===== config.mk =====
export PLATFORM = sky130hd
export DESIGN_NAME = if_fetch_unit
export DESIGN_NICKNAME = d
export VERILOG_FILES = /design/src/rtl/cpu_pkg.sv /design/src/rtl/fetch_skid_buf.sv /design/src/rtl/if_fetch_unit.sv
export SDC_FILE = /design/constraint.sdc
export NUM_CORES = 1
export LEC_CHECK = 0
export ABC_AREA = 1
export CORE_MARGIN = 5
export CORE_UTILIZATION = 55
export CTS_BUF_LIST = sky130_fd_sc_hd__clkbuf_2
export DETAILED_ROUTE_END_ITERATION = 7
export GPL_TIMING_DRIVEN = 0
export PLACE_DENSITY = 0.87
export REMOVE_ABC_BUFFERS = 1
export SYNTH_ARGS = -nofsm -noshare
export SYNTH_HDL_FRONTEND = slang
export SYNTH_HIERARCHICAL = 1
export SYNTH_SLANG_ARGS = --single-unit

===== constraint.sdc =====
create_clock -name clk_i -period 5.83 [get_ports clk_i]
set_input_delay 1.166 -clock clk_i [delete_from_list [all_inputs] [get_ports clk_i]]
set_output_delay 1.166 -clock clk_i [all_outputs]
set_load 0.1 [all_outputs]

===== src/rtl/cpu_pkg.sv =====
// Shared types and constants for the CPU front end.
package cpu_pkg;
    localparam int PC_W    = 32;
    localparam int INSTR_W = 32;

    localparam logic [PC_W-1:0] RESET_PC_DEFAULT = 32'h0000_0000;
    localparam logic [PC_W-1:0] PC_STEP_DEFAULT  = 32'd4;

    typedef enum logic [1:0] {
        IDLE,
        FETCH,
        HOLD
    } fetch_state_t;
endpackage


===== src/rtl/fetch_skid_buf.sv =====
// One-entry {pc, instr} holding slot for a fetch that returns while ID is stalled.
module fetch_skid_buf
    import cpu_pkg::*;
(
    input  logic               clk,
    input  logic               rst,
    input  logic               load,
    input  logic               drain,
    input  logic               clear,
    input  logic [PC_W-1:0]    wr_pc,
    input  logic [INSTR_W-1:0] wr_instr,
    output logic               valid,
    output logic [PC_W-1:0]    pc,
    output logic [INSTR_W-1:0] instr
);
    // clear (redirect) wins over a same-cycle load
    always_ff @(posedge clk) begin
        if (rst || clear)
            valid <= 1'b0;
        else if (load)
            valid <= 1'b1;
        else if (drain)
            valid <= 1'b0;
    end

    always_ff @(posedge clk) begin
        if (rst) begin
            pc    <= '0;
            instr <= '0;
        end else if (load) begin
            pc    <= wr_pc;
            instr <= wr_instr;
        end
    end
endmodule


===== src/rtl/if_fetch_unit.sv =====
// Instruction-fetch stage: PC, req/ack fetch FSM, skid buffer and the IF/ID register.
module if_fetch_unit
    import cpu_pkg::*;
#(
    parameter logic [PC_W-1:0] RESET_PC = RESET_PC_DEFAULT,
    parameter logic [PC_W-1:0] PC_STEP  = PC_STEP_DEFAULT
) (
    input  logic               clk_i,
    input  logic               rst_i,
    output logic               imem_req_o,
    output logic [PC_W-1:0]    imem_addr_o,
    input  logic               imem_ack_i,
    input  logic [INSTR_W-1:0] imem_rdata_i,
    input  logic               stall_i,
    input  logic               redirect_i,
    input  logic [PC_W-1:0]    redirect_pc_i,
    output logic               ifid_valid_o,
    output logic [PC_W-1:0]    ifid_pc_o,
    output logic [PC_W-1:0]    ifid_pc4_o,
    output logic [INSTR_W-1:0] ifid_instr_o
);
    fetch_state_t       state_q, state_d;
    logic [PC_W-1:0]    req_addr_q, req_addr_d;
    logic [PC_W-1:0]    tgt_q, tgt_d;
    logic               kill_q, kill_d;
    logic [PC_W-1:0]    redir_tgt;
    logic               accept, good_ack;
    logic               ifid_load;
    logic [PC_W-1:0]    ifid_pc_d;
    logic [INSTR_W-1:0] ifid_instr_d;
    logic               skid_load, skid_drain, skid_valid;
    logic [PC_W-1:0]    skid_pc;
    logic [INSTR_W-1:0] skid_instr;

    assign redir_tgt   = redirect_pc_i & ~32'h3;
    assign imem_req_o  = (state_q == FETCH);
    assign imem_addr_o = req_addr_q;
    assign accept      = ~stall_i | ~ifid_valid_o;
    assign good_ack    = imem_req_o & imem_ack_i & ~kill_q & ~redirect_i;

    always_ff @(posedge clk_i) begin
        if (rst_i) begin
            state_q    <= IDLE;
            req_addr_q <= RESET_PC;
            tgt_q      <= '0;
            kill_q     <= 1'b0;
        end else begin
            state_q    <= state_d;
            req_addr_q <= req_addr_d;
            tgt_q      <= tgt_d;
            kill_q     <= kill_d;
        end
    end

    always_comb begin
        state_d      = state_q;
        req_addr_d   = req_addr_q;
        tgt_d        = tgt_q;
        kill_d       = kill_q;
        ifid_load    = 1'b0;
        ifid_pc_d    = req_addr_q;
        ifid_instr_d = imem_rdata_i;
        skid_load    = 1'b0;
        skid_drain   = 1'b0;
        unique case (state_q)
            IDLE: begin
                state_d = FETCH;
                if (redirect_i)
                    req_addr_d = redir_tgt;
            end
            FETCH: begin
                if (redirect_i) begin
                    // an outstanding request must keep its address until acked
                    if (imem_ack_i) begin
                        req_addr_d = redir_tgt;
                        kill_d     = 1'b0;
                    end else begin
                        kill_d = 1'b1;
                        tgt_d  = redir_tgt;
                    end
                end else if (imem_ack_i && kill_q) begin
                    kill_d     = 1'b0;
                    req_addr_d = tgt_q;
                end else if (good_ack) begin
                    req_addr_d = req_addr_q + PC_STEP;
                    if (accept)
                        ifid_load = 1'b1;
                    else begin
                        skid_load = 1'b1;
                        state_d   = HOLD;
                    end
                end
            end
            HOLD: begin
                if (redirect_i) begin
                    req_addr_d = redir_tgt;
                    state_d    = FETCH;
                end else if (!stall_i) begin
                    ifid_load    = 1'b1;
                    ifid_pc_d    = skid_pc;
                    ifid_instr_d = skid_instr;
                    skid_drain   = 1'b1;
                    state_d      = FETCH;
                end
            end
            default: state_d = IDLE;
        endcase
    end

    // redirect flushes IF/ID ahead of both load and stall
    always_ff @(posedge clk_i) begin
        if (rst_i) begin
            ifid_valid_o <= 1'b0;
            ifid_pc_o    <= '0;
            ifid_pc4_o   <= '0;
            ifid_instr_o <= '0;
        end else if (redirect_i) begin
            ifid_valid_o <= 1'b0;
        end else if (ifid_load) begin
            ifid_valid_o <= 1'b1;
            ifid_pc_o    <= ifid_pc_d;
            ifid_pc4_o   <= ifid_pc_d + 32'd4;
            ifid_instr_o <= ifid_instr_d;
        end else if (!(stall_i && ifid_valid_o)) begin
            ifid_valid_o <= 1'b0;
        end
    end

    fetch_skid_buf u_skid (
        .clk      (clk_i),
        .rst      (rst_i),
        .load     (skid_load),
        .drain    (skid_drain),
        .clear    (redirect_i),
        .wr_pc    (req_addr_q),
        .wr_instr (imem_rdata_i),
        .valid    (skid_valid),
        .pc       (skid_pc),
        .instr    (skid_instr)
    );

    // skid occupancy is implied by state HOLD; kept for visibility in waves
    logic skid_unused;
    assign skid_unused = skid_valid;
endmodule


==> results of run 1 <==
-- layout make-up --
cell class	instances	area [µm²]	area share [%]
well taps	265	332	2.49
repair buffers	200	2070	15.6
inverters	147	557	4.18
clock inverters	10	63.8	0.480
clock buffers	82	410	3.08
flip-flops and latches	222	4440	33.4
multi-input cells	1137	5430	40.8
-- registers in the layout, summed over array words and instances, names as in the netlist --
signal,count
u_skid/instr,32
ifid_pc_o,32
kill_q,1
ifid_valid_o,1
state_q,2
ifid_instr_o,32
u_skid/pc,32
imem_addr_o,30
tgt_q,30
ifid_pc4_o,30
-- through the flow --
step                      util (%)  area [µm²]  hold WS, ns  power, µW  cells
after global placement        64.9       12700        0.435       4820   1965
after detailed placement      65.7       12800        0.435       4880   1971
final                         68.1       13300        0.450       5880   2063
after global routing          68.1       13300        0.472       6190   2063
after CTS                     68.1       13300        0.450       5900   2063
after floorplan                  -       10400        0.426       4070   1506
-- worst min-delay path, stage by stage, from the launching register on --
cell and delay (ns):
dfxtp_1 0.32, inv_1 0.04, a21oi_1 0.05
-- report_power, final --
group	total (µW)	switching [µW]	internal [µW]	leakage (µW)
registers	1980	254	1730	0.00180
logic	2880	2200	674	0.00359
clock network	1020	611	412	0.000372
-- per-layer routing --
metal	track usage, %	up-vias
met5	0	-
met1	34.6	5152
met3	7.00	88
met4	11.5	0
met2	45.8	469
li1	-	5563
-- final timing paths --
kind / end / startpoint / slack (ns)
setup / recovery: ifid_pc4_o[18]$_SDFFE_PP0P_ / state_q[0]$_SDFFE_PP0P_ / 1.66
hold / removal: tgt_q[18]$_SDFFE_PP0P_ / tgt_q[18]$_SDFFE_PP0P_ / 0.45
setup reg to reg: ifid_pc4_o[18]$_SDFFE_PP0P_ / state_q[0]$_SDFFE_PP0P_ / 1.66
hold reg to reg: tgt_q[18]$_SDFFE_PP0P_ / tgt_q[18]$_SDFFE_PP0P_ / 0.45
==> impl_metrics.csv, run 1 <==
group,metric,value,unit
run_status,run_status,"finished, final reports clean",
grt,antenna_found_initial,0,
routing,detail-route-antenna-nets,0,
critical_path,reg2regPathDepth,12,
min_path,hp-class,"flip-flop to flip-flop",
final_layout,drive_above_1_share,8.79,%
critical_path,criticalPathCategory,"flip-flop to flip-flop",
critical_path,start_kind,"flip-flop",
timing,fin_crit,4.17,ns
timing,slew_violations,0,
timing,rsz0062_at_grt,"no",
timing,final_hold_viol_count,0,
pwr,leakage,0.00576,µW
clock_tree,cts_tree,"built",
routing,top_layer,"met4",
clock_tree,cts_buffers,55,
clock_tree,clock_path_buffers,3,
timing,max_freq,240,MHz
logic_synthesis,syn_area,10900,µm²
clock_tree,cts-resized-gates,0,
floorplanning,fp-row-count,51,
critical_path,cpPeakStageDelay,0.69,ns
grt,grt_usage,27.7,%
routing,finalWirelength,32.1,mm
final_layout,layout_common_cells,"290 x nand2_1, 242 x nor2_1, 222 x dfxtp_1",
routing,first_iter_violations,875,
critical_path,worstPathRequired,6.60,ns
place,dp_hpwl,22.1,mm
logic_synthesis,yosys_warnings,6,
final_layout,fin_nets,1838,
routing,routedWlPerCell,15.5,µm
timing,finalSetupTns,0,ns
grt,grt_max_degree,85,
floorplanning,coreArea,19500,µm²
logic_synthesis,synth.avg_cell_area,6.82,µm²
clock_tree,ctsHoldBuffers,0,
logic_synthesis,syn_inst,1602,
place,port_buffers,194,
routing,drt_first_pass_iters,6,
critical_path,worst_ep_arrival_time,4.94,ns
routing,vias,11272,
pwr,power_density,442,nW/µm²
floorplanning,die_h,151,µm
routing,wl_met2,15.2,mm
place,gp_congestion,0.935,
timing,finClkSkew,0.0439,ns
final_layout,syn_to_final_growth,21.8,%
routing,drc,0,
clock_tree,htree_levels,2,
timing,setup_slack,1.66,ns
critical_path,end_kind,"flip-flop",
floorplanning,die_w,151,µm
timing,fin_crit_sh,71.6,%
grt,grt_pass1_vias,10842,
critical_path,cp_cell_sequence,"inv_1 -> ha_1 -> nand2_4 -> nor2_4 -> nand2_1 -> o21ai_4 -> inv_2 -> nor2_1 -> nand3_1 -> nand3_1 -> nand2_1 -> inv_1",
floorplanning,num_io_pins,199,
critical_path,cp_max_fo,62,
final_layout,antenna_cells,0,
final_layout,n_fill_cell,1716,
pwr,vdd_drop_max,0.000316,V
min_path,holdPathStages,2,
floorplanning,initial_core_util,55.9,%
floorplanning,die-area,22800,µm²
clock_tree,path_clk_slew,0.10,ns
final_layout,layout_commonest_cell,"nand2_1",
routing,wl_met3,2.90,mm
critical_path,crit_cells,12,
clock_tree,clock_sinks,222,
routing,m1WireLength,13.0,mm
clock_tree,cts_setup_buffers,0,
critical_path,crit_buf_inv,3,
critical_path,crit_family,"simple AND/OR/NAND/NOR gates",
clock_tree,cts_root_buffer,"clkbuf_2",
timing,worst_pin_slew,1.25,ns
grt,grt_pass1_wl,52.1,mm
timing,setup_viol,0,
place,dp_slack,1.24,ns
flow_run,maxCapViolCount,0,
critical_path,critical-path-slowest-cell,"inv_2",
grt,overflow,0,
clock_tree,clk_latency,0.83,ns
routing,vias_per_cell,5.46,
timing,max_slew_margin,16.5,%
Note: power is estimated with default switching activity, not from simulation.
==> inputs of run 2 (changes only) <==
--- a/config.mk
+++ b/config.mk
@@ -7,11 +7,11 @@
 export LEC_CHECK = 0
 export ABC_AREA = 1
 export CORE_MARGIN = 5
-export CORE_UTILIZATION = 55
+export CORE_UTILIZATION = 49
 export CTS_BUF_LIST = sky130_fd_sc_hd__clkbuf_2
 export DETAILED_ROUTE_END_ITERATION = 7
 export GPL_TIMING_DRIVEN = 0
-export PLACE_DENSITY = 0.87
+export PLACE_DENSITY = 0.82
 export REMOVE_ABC_BUFFERS = 1
 export SYNTH_ARGS = -nofsm -noshare
 export SYNTH_HDL_FRONTEND = slang
==> constraint.sdc (replaced) <==
create_clock -name clk_i -period 3.78 [get_ports clk_i]
set_input_delay 0.756 -clock clk_i [delete_from_list [all_inputs] [get_ports clk_i]]
set_output_delay 0.756 -clock clk_i [all_outputs]
set_load 0.1 [all_outputs]
==> run 2 against run 1 <==
Total power rose by 54%. Largest cell class unchanged. Sequential cell count did not move. Die area rose by 11%. Critical path type is now flip-flop to output pin. Non-clock buffer count rose by 2. Critical path depth fell by 9. Sequential share of layout area fell by 0.088 points. Worst hold slack improved by 0.0049 ns.
==> impl_metrics.csv, run 2 (synthesis gave the netlist of run 1 again) <==
group,metric,value,unit
routing,first_iter_violations,933,
clock_tree,ctsHoldBuffers,0,
final_layout,n_fill_cell,2036,
timing,finClkSkew,0.0554,ns
min_path,holdPathStages,2,
final_layout,syn_to_final_growth,22.1,%
final_layout,post-route-util,60.9,%
pwr,vdd_drop_max,0.000363,V
timing,setup_slack,0.230,ns
grt,grt_pass1_vias,10834,
critical_path,reg2reg_to,"ifid_pc4_o[19]$_SDFFE_PP0P_",
critical_path,ff2ff_setup_slack,0.37,ns
timing,slew_violations,0,
grt,overflow,0,
clock_tree,path_clk_slew,0.09,ns
timing,rsz0062_at_grt,"no",
floorplanning,coreArea,21900,µm²
min_path,hp-start,"tgt_q[6]$_SDFFE_PP0P_",
critical_path,criticalPathCategory,"flip-flop to output pin",
run_status,run_status,"finished, final reports clean",
final_layout,drive_above_1_share,9.06,%
timing,fin_crit,3.55,ns
routing,routedWlPerCell,15.6,µm
critical_path,start_kind,"flip-flop",
floorplanning,die_h,159,µm
critical_path,worstPathRequired,3.02,ns
routing,vias,11393,
floorplanning,fp-row-count,54,
timing,max_slew_margin,16.8,%
routing,vias_per_cell,5.48,
routing,finalWirelength,32.4,mm
final_layout,layout_commonest_cell,"nand2_1",
routing,drt_first_pass_iters,5,
flow_run,maxCapViolCount,0,
critical_path,cp_max_fo,6,
grt,grt_pass1_wl,52.9,mm
critical_path,r2r_start,"state_q[0]$_SDFFE_PP0P_",
place,dp_slack,-0.280,ns
clock_tree,clock_path_buffers,3,
floorplanning,die_w,159,µm
final_layout,layout_common_cells,"290 x nand2_1, 242 x nor2_1, 222 x dfxtp_1",
final_layout,antenna_cells,0,
critical_path,reg2regPathDepth,13,
clock_tree,htree_levels,2,
floorplanning,initial_core_util,49.9,%
critical_path,end_kind,"output pin",
clock_tree,cts_root_buffer,"clkbuf_2",
timing,final_hold_viol_count,0,
routing,drc,0,
routing,detail-route-antenna-nets,0,
critical_path,worst_ep_arrival_time,2.79,ns
timing,fin_crit_sh,93.9,%
floorplanning,num_io_pins,199,
pwr,leakage,0.00577,µW
clock_tree,cts_tree,"built",
pwr,power_density,679,nW/µm²
timing,max_freq,282,MHz
min_path,hp-class,"flip-flop to flip-flop",
clock_tree,clk_latency,0.87,ns
timing,setup_viol,0,
grt,grt_usage,24.3,%
timing,worst_pin_slew,1.24,ns
place,port_buffers,194,
grt,antenna_found_initial,0,
floorplanning,die-area,25400,µm²
min_path,min_to,"tgt_q[6]$_SDFFE_PP0P_",
final_layout,fin_nets,1842,
place,dp_hpwl,22.1,mm
clock_tree,clock_sinks,222,
place,gp_congestion,0.895,
grt,grt_max_degree,73,
clock_tree,cts_buffers,57,
==> run 2: how the worst max path moves through the flow <==
stage	depth (start not counted)	slack, ns	to	startpoint
4_1_cts	13	0.05	ifid_pc4_o[19]$_SDFFE_PP0P_	state_q[0]$_SDFFE_PP0P_
5_1_grt	3	0.05	imem_req_o	state_q[1]$_SDFFE_PP0P_
6_report	3	0.23	imem_req_o	state_q[1]$_SDFFE_PP0P_
3_3_place_gp	10	-3.97	ifid_pc4_o[14]$_SDFFE_PP0P_	redirect_i
3_5_place_dp	13	-0.28	ifid_pc4_o[19]$_SDFFE_PP0P_	stall_i
2_1_floorplan	10	-1.58	ifid_pc4_o[8]$_SDFFE_PP0P_	state_q[1]$_SDFFE_PP0P_
==> run 2: area by class of cell <==
type                            instances  area [µm²]  area share, %
Clock buffer                           83         415           3.11
Multi-Input combinational cell       1137        5430           40.7
Inverter                              147         557           4.17
Sequential cell                       222        4440           33.3
Clock inverter                          9        37.5          0.281
Tap cell                              280         350           2.63
Timing Repair Buffer                  202        2110           15.8
==> run 2: report_power, final <==
part | internal (µW) | switching (µW) | leakage [µW]
registers | 2660 | 390 | 0.00180
clock network | 575 | 983 | 0.000363
logic | 1050 | 3400 | 0.00361
==> run 2: layer usage <==
metal / global-route usage, % / part of all wire, %
met1: 29.7 / 40
met4: 10.2 / 3.3
met2: 39.5 / 47
met5: 0 / 0
met3: 7.77 / 9.8
==> run 2: repair_timing <==
action                     in CTS  in global routing
resized for setup               1                  0
setup endpoints to repair      38                 32
setup buffers                   0                  1
pin swaps                       0                  1
==> run 2: stage by stage <==
| step | power (µW) | instance area [µm²] | hold slack (ns) | TNS, ns | cells |
|---|---|---|---|---|---|
| floorplan | 6280 | 10400 | 0.426 | -121.83 | 1506 |
| global placement | 7430 | 12700 | 0.435 | -546.62 | 1980 |
| detailed placement | 7530 | 12900 | 0.444 | -5.18 | 1987 |
| CTS | 9100 | 13300 | 0.442 | 0 | 2079 |
| global route | 9540 | 13300 | 0.461 | 0 | 2080 |
| finish | 9060 | 13300 | 0.455 | 0 | 2080 |
==> run 2: critical path, cell delays in order, from the launching register on <==
cell and delay [ns]:
dfxtp_1 0.34, inv_1 0.13, ha_1 0.29, clkdlybuf4s50_1 1.21
==> inputs of run 3 (changes only) <==
--- a/config.mk
+++ b/config.mk
@@ -10,9 +10,9 @@
 export CORE_UTILIZATION = 49
 export CTS_BUF_LIST = sky130_fd_sc_hd__clkbuf_2
 export DETAILED_ROUTE_END_ITERATION = 7
-export GPL_TIMING_DRIVEN = 0
 export PLACE_DENSITY = 0.82
 export REMOVE_ABC_BUFFERS = 1
+export SKIP_CTS_REPAIR_TIMING = 1
 export SYNTH_ARGS = -nofsm -noshare
 export SYNTH_HDL_FRONTEND = slang
 export SYNTH_HIERARCHICAL = 1
==> run 3 against run 2 <==
Clock skew shrank 0.012 ns. Wire length shrank 0.11%. Via count shrank 1.7%. Global-route usage grew 0.20 points. Maximum frequency grew 4.5%. Sequential share of layout area shrank 0.19 points. Non-clock buffer count grew 14. Die area is the same. Total power grew 0.88%. Highest routed layer unchanged. Combinational power is essentially flat. Largest power group unchanged. Sequential cell count is the same.
==> impl_metrics.csv, run 3 (synthesis gave the netlist of run 1 again) <==
group,metric,value,unit
run_status,run_status,"finished, final reports clean",
final_layout,multi_input_comb_area,5420,µm²
final_layout,finalNonFillerCells,2099,
critical_path,cpPeakStageDelay,1.23,ns
grt,grt_pass1_wl,53.0,mm
timing,slew_violations,0,
grt,antenna_found_initial,0,
critical_path,reg2reg_to,"ifid_pc4_o[28]$_SDFFE_PP0P_",
critical_path,reg2regPathDepth,14,
timing,max_freq,294,MHz
final_layout,layout_common_cells,"291 x nand2_1, 242 x nor2_1, 222 x dfxtp_1",
floorplanning,die_w,159,µm
critical_path,crit_cells,1,
critical_path,worstPathRequired,3.02,ns
routing,detail-route-antenna-nets,0,
floorplanning,fp-row-count,54,
pwr,p_switching,4770,µW
floorplanning,die-area,25400,µm²
final_layout,syn_to_final_growth,22.8,%
timing,finClkSkew,0.0437,ns
critical_path,start_kind,"flip-flop",
floorplanning,coreArea,21900,µm²
timing,max_slew_margin,30.2,%
pwr,p_seq_share,33.5,%
grt,grt_max_degree,98,
place,gp_congestion,0.921,
critical_path,cp_max_fo,8,
pwr,comb_power_share,48.6,%
clock_tree,path_clk_slew,0.09,ns
flow_run,maxCapViolCount,0,
pwr,power_density,681,nW/µm²
critical_path,cp-endpoint,"imem_addr_o[19]",
clock_tree,clk_latency,0.83,ns
routing,drt_first_pass_iters,5,
clock_tree,cts_buffers,55,
place,dp_hpwl,22.1,mm
critical_path,r2r_start,"state_q[0]$_SDFFE_PP0P_",
grt,overflow,0,
clock_tree,htree_levels,2,
critical_path,critical-path-slowest-cell,"clkdlybuf4s50_1",
timing,rsz0062_at_grt,"no",
final_layout,post-route-util,61.3,%
critical_path,startpoint,"imem_addr_o[19]$_SDFFE_PP0P_",
clock_tree,clock_sinks,222,
timing,final_hold_viol_count,0,
routing,vias_per_cell,5.33,
critical_path,criticalPathCategory,"flip-flop to output pin",
pwr,leakage,0.00582,µW
critical_path,cp_cell_sequence,"clkdlybuf4s50_1",
routing,vias,11196,
floorplanning,num_io_pins,199,
min_path,hp-class,"flip-flop to flip-flop",
place,dp.cells,2002,
timing,fin_crit,3.40,ns
routing,routedWlPerCell,15.4,µm
critical_path,end_kind,"output pin",
final_layout,drive_above_1_share,9.13,%
clock_tree,cts_tree,"built",
critical_path,crit_buf_inv,1,
floorplanning,initial_core_util,49.9,%
critical_path,worst_ep_arrival_time,2.64,ns
final_layout,fin_nets,1854,
routing,finalWirelength,32.4,mm
pwr,clkPwrFrac,17.9,%
final_layout,antenna_cells,0,
final_layout,n_fill_cell,2026,
final_layout,regArea,4440,µm²
critical_path,crit_family,"buffers and inverters",
routing,first_iter_violations,972,
place,port_buffers,194,
critical_path,ff2ff_setup_slack,1.04,ns
timing,fin_crit_sh,89.9,%
timing,worst_pin_slew,1.04,ns
routing,drc,0,
clock_tree,clock_path_buffers,3,
pwr,vdd_drop_max,0.000392,V
grt,grt_usage,24.5,%
pwr,internal_power,4370,µW
grt,grt_pass1_vias,10568,
floorplanning,die_h,159,µm
min_path,holdPathStages,2,
final_layout,layout_commonest_cell,"nand2_1",
pwr,p_sw_share,52.2,%
timing,setup_viol,0,
clock_tree,cts_root_buffer,"clkbuf_2",
run 3: cell count changes in the layout (fill, tap and decap cells not counted), sizes merged:
cell	before	now
inv	149	147
bufinv	0	2
clkbuf	83	72
clkdlybuf4s50	194	192
clkinvlp	1	0
clkinv	6	23
buf	8	24
run 3: cell type report:
cell class | count | area share [%]
inverters | 147 | 4.14
well taps | 280 | 2.61
multi-input cells | 1137 | 40.4
clock buffers | 72 | 2.69
repair buffers | 216 | 15.9
clock inverters | 25 | 1.10
flip-flops and latches | 222 | 33.1
run 3: routing by layer:
metal / track usage [%] / vias up / share of wire [%]
met5: 0 / - / 0
met4: 7.37 / 0 / 2.2
met3: 7.38 / 59 / 9.5
met2: 40.8 / 471 / 48
met1: 30.6 / 5075 / 41
li1: - / 5591 / -
run 3: per-stage QoR:
step	total power (µW)	worst slack, ns	cell area [µm²]	TNS [ns]	hold WS [ns]
global route	9630	0.291	13400	0	0.473
global placement	7480	0.526	12900	0	0.432
finish	9140	0.383	13400	0	0.451
detailed placement	7530	0.494	12900	0	0.440
CTS	9180	0.353	13400	0	0.445
floorplan	6280	-1.58	10400	-121.83	0.426
run 3: how the worst min path moves through the flow:
stage	startpoint	to	slack, ns
4_1_cts	imem_rdata_i[21]	ifid_instr_o[21]$_SDFFE_PP0P_	0.45
6_report	tgt_q[4]$_SDFFE_PP0P_	tgt_q[4]$_SDFFE_PP0P_	0.45
3_3_place_gp	tgt_q[10]$_SDFFE_PP0P_	tgt_q[10]$_SDFFE_PP0P_	0.43
5_1_grt	imem_rdata_i[24]	ifid_instr_o[24]$_SDFFE_PP0P_	0.47
3_5_place_dp	tgt_q[4]$_SDFFE_PP0P_	tgt_q[4]$_SDFFE_PP0P_	0.44
2_1_floorplan	tgt_q[18]$_SDFFE_PP0P_	tgt_q[18]$_SDFFE_PP0P_	0.43
run 3: power groups by stage:
stage	Clock [µW]	Sequential (µW)	Combinational, µW
after global routing	1810	3100	4720
after floorplan	0	4880	1400
after detailed placement	0	3100	4430
final	1640	3060	4440
after CTS	1680	3060	4450
after global placement	0	3100	4380
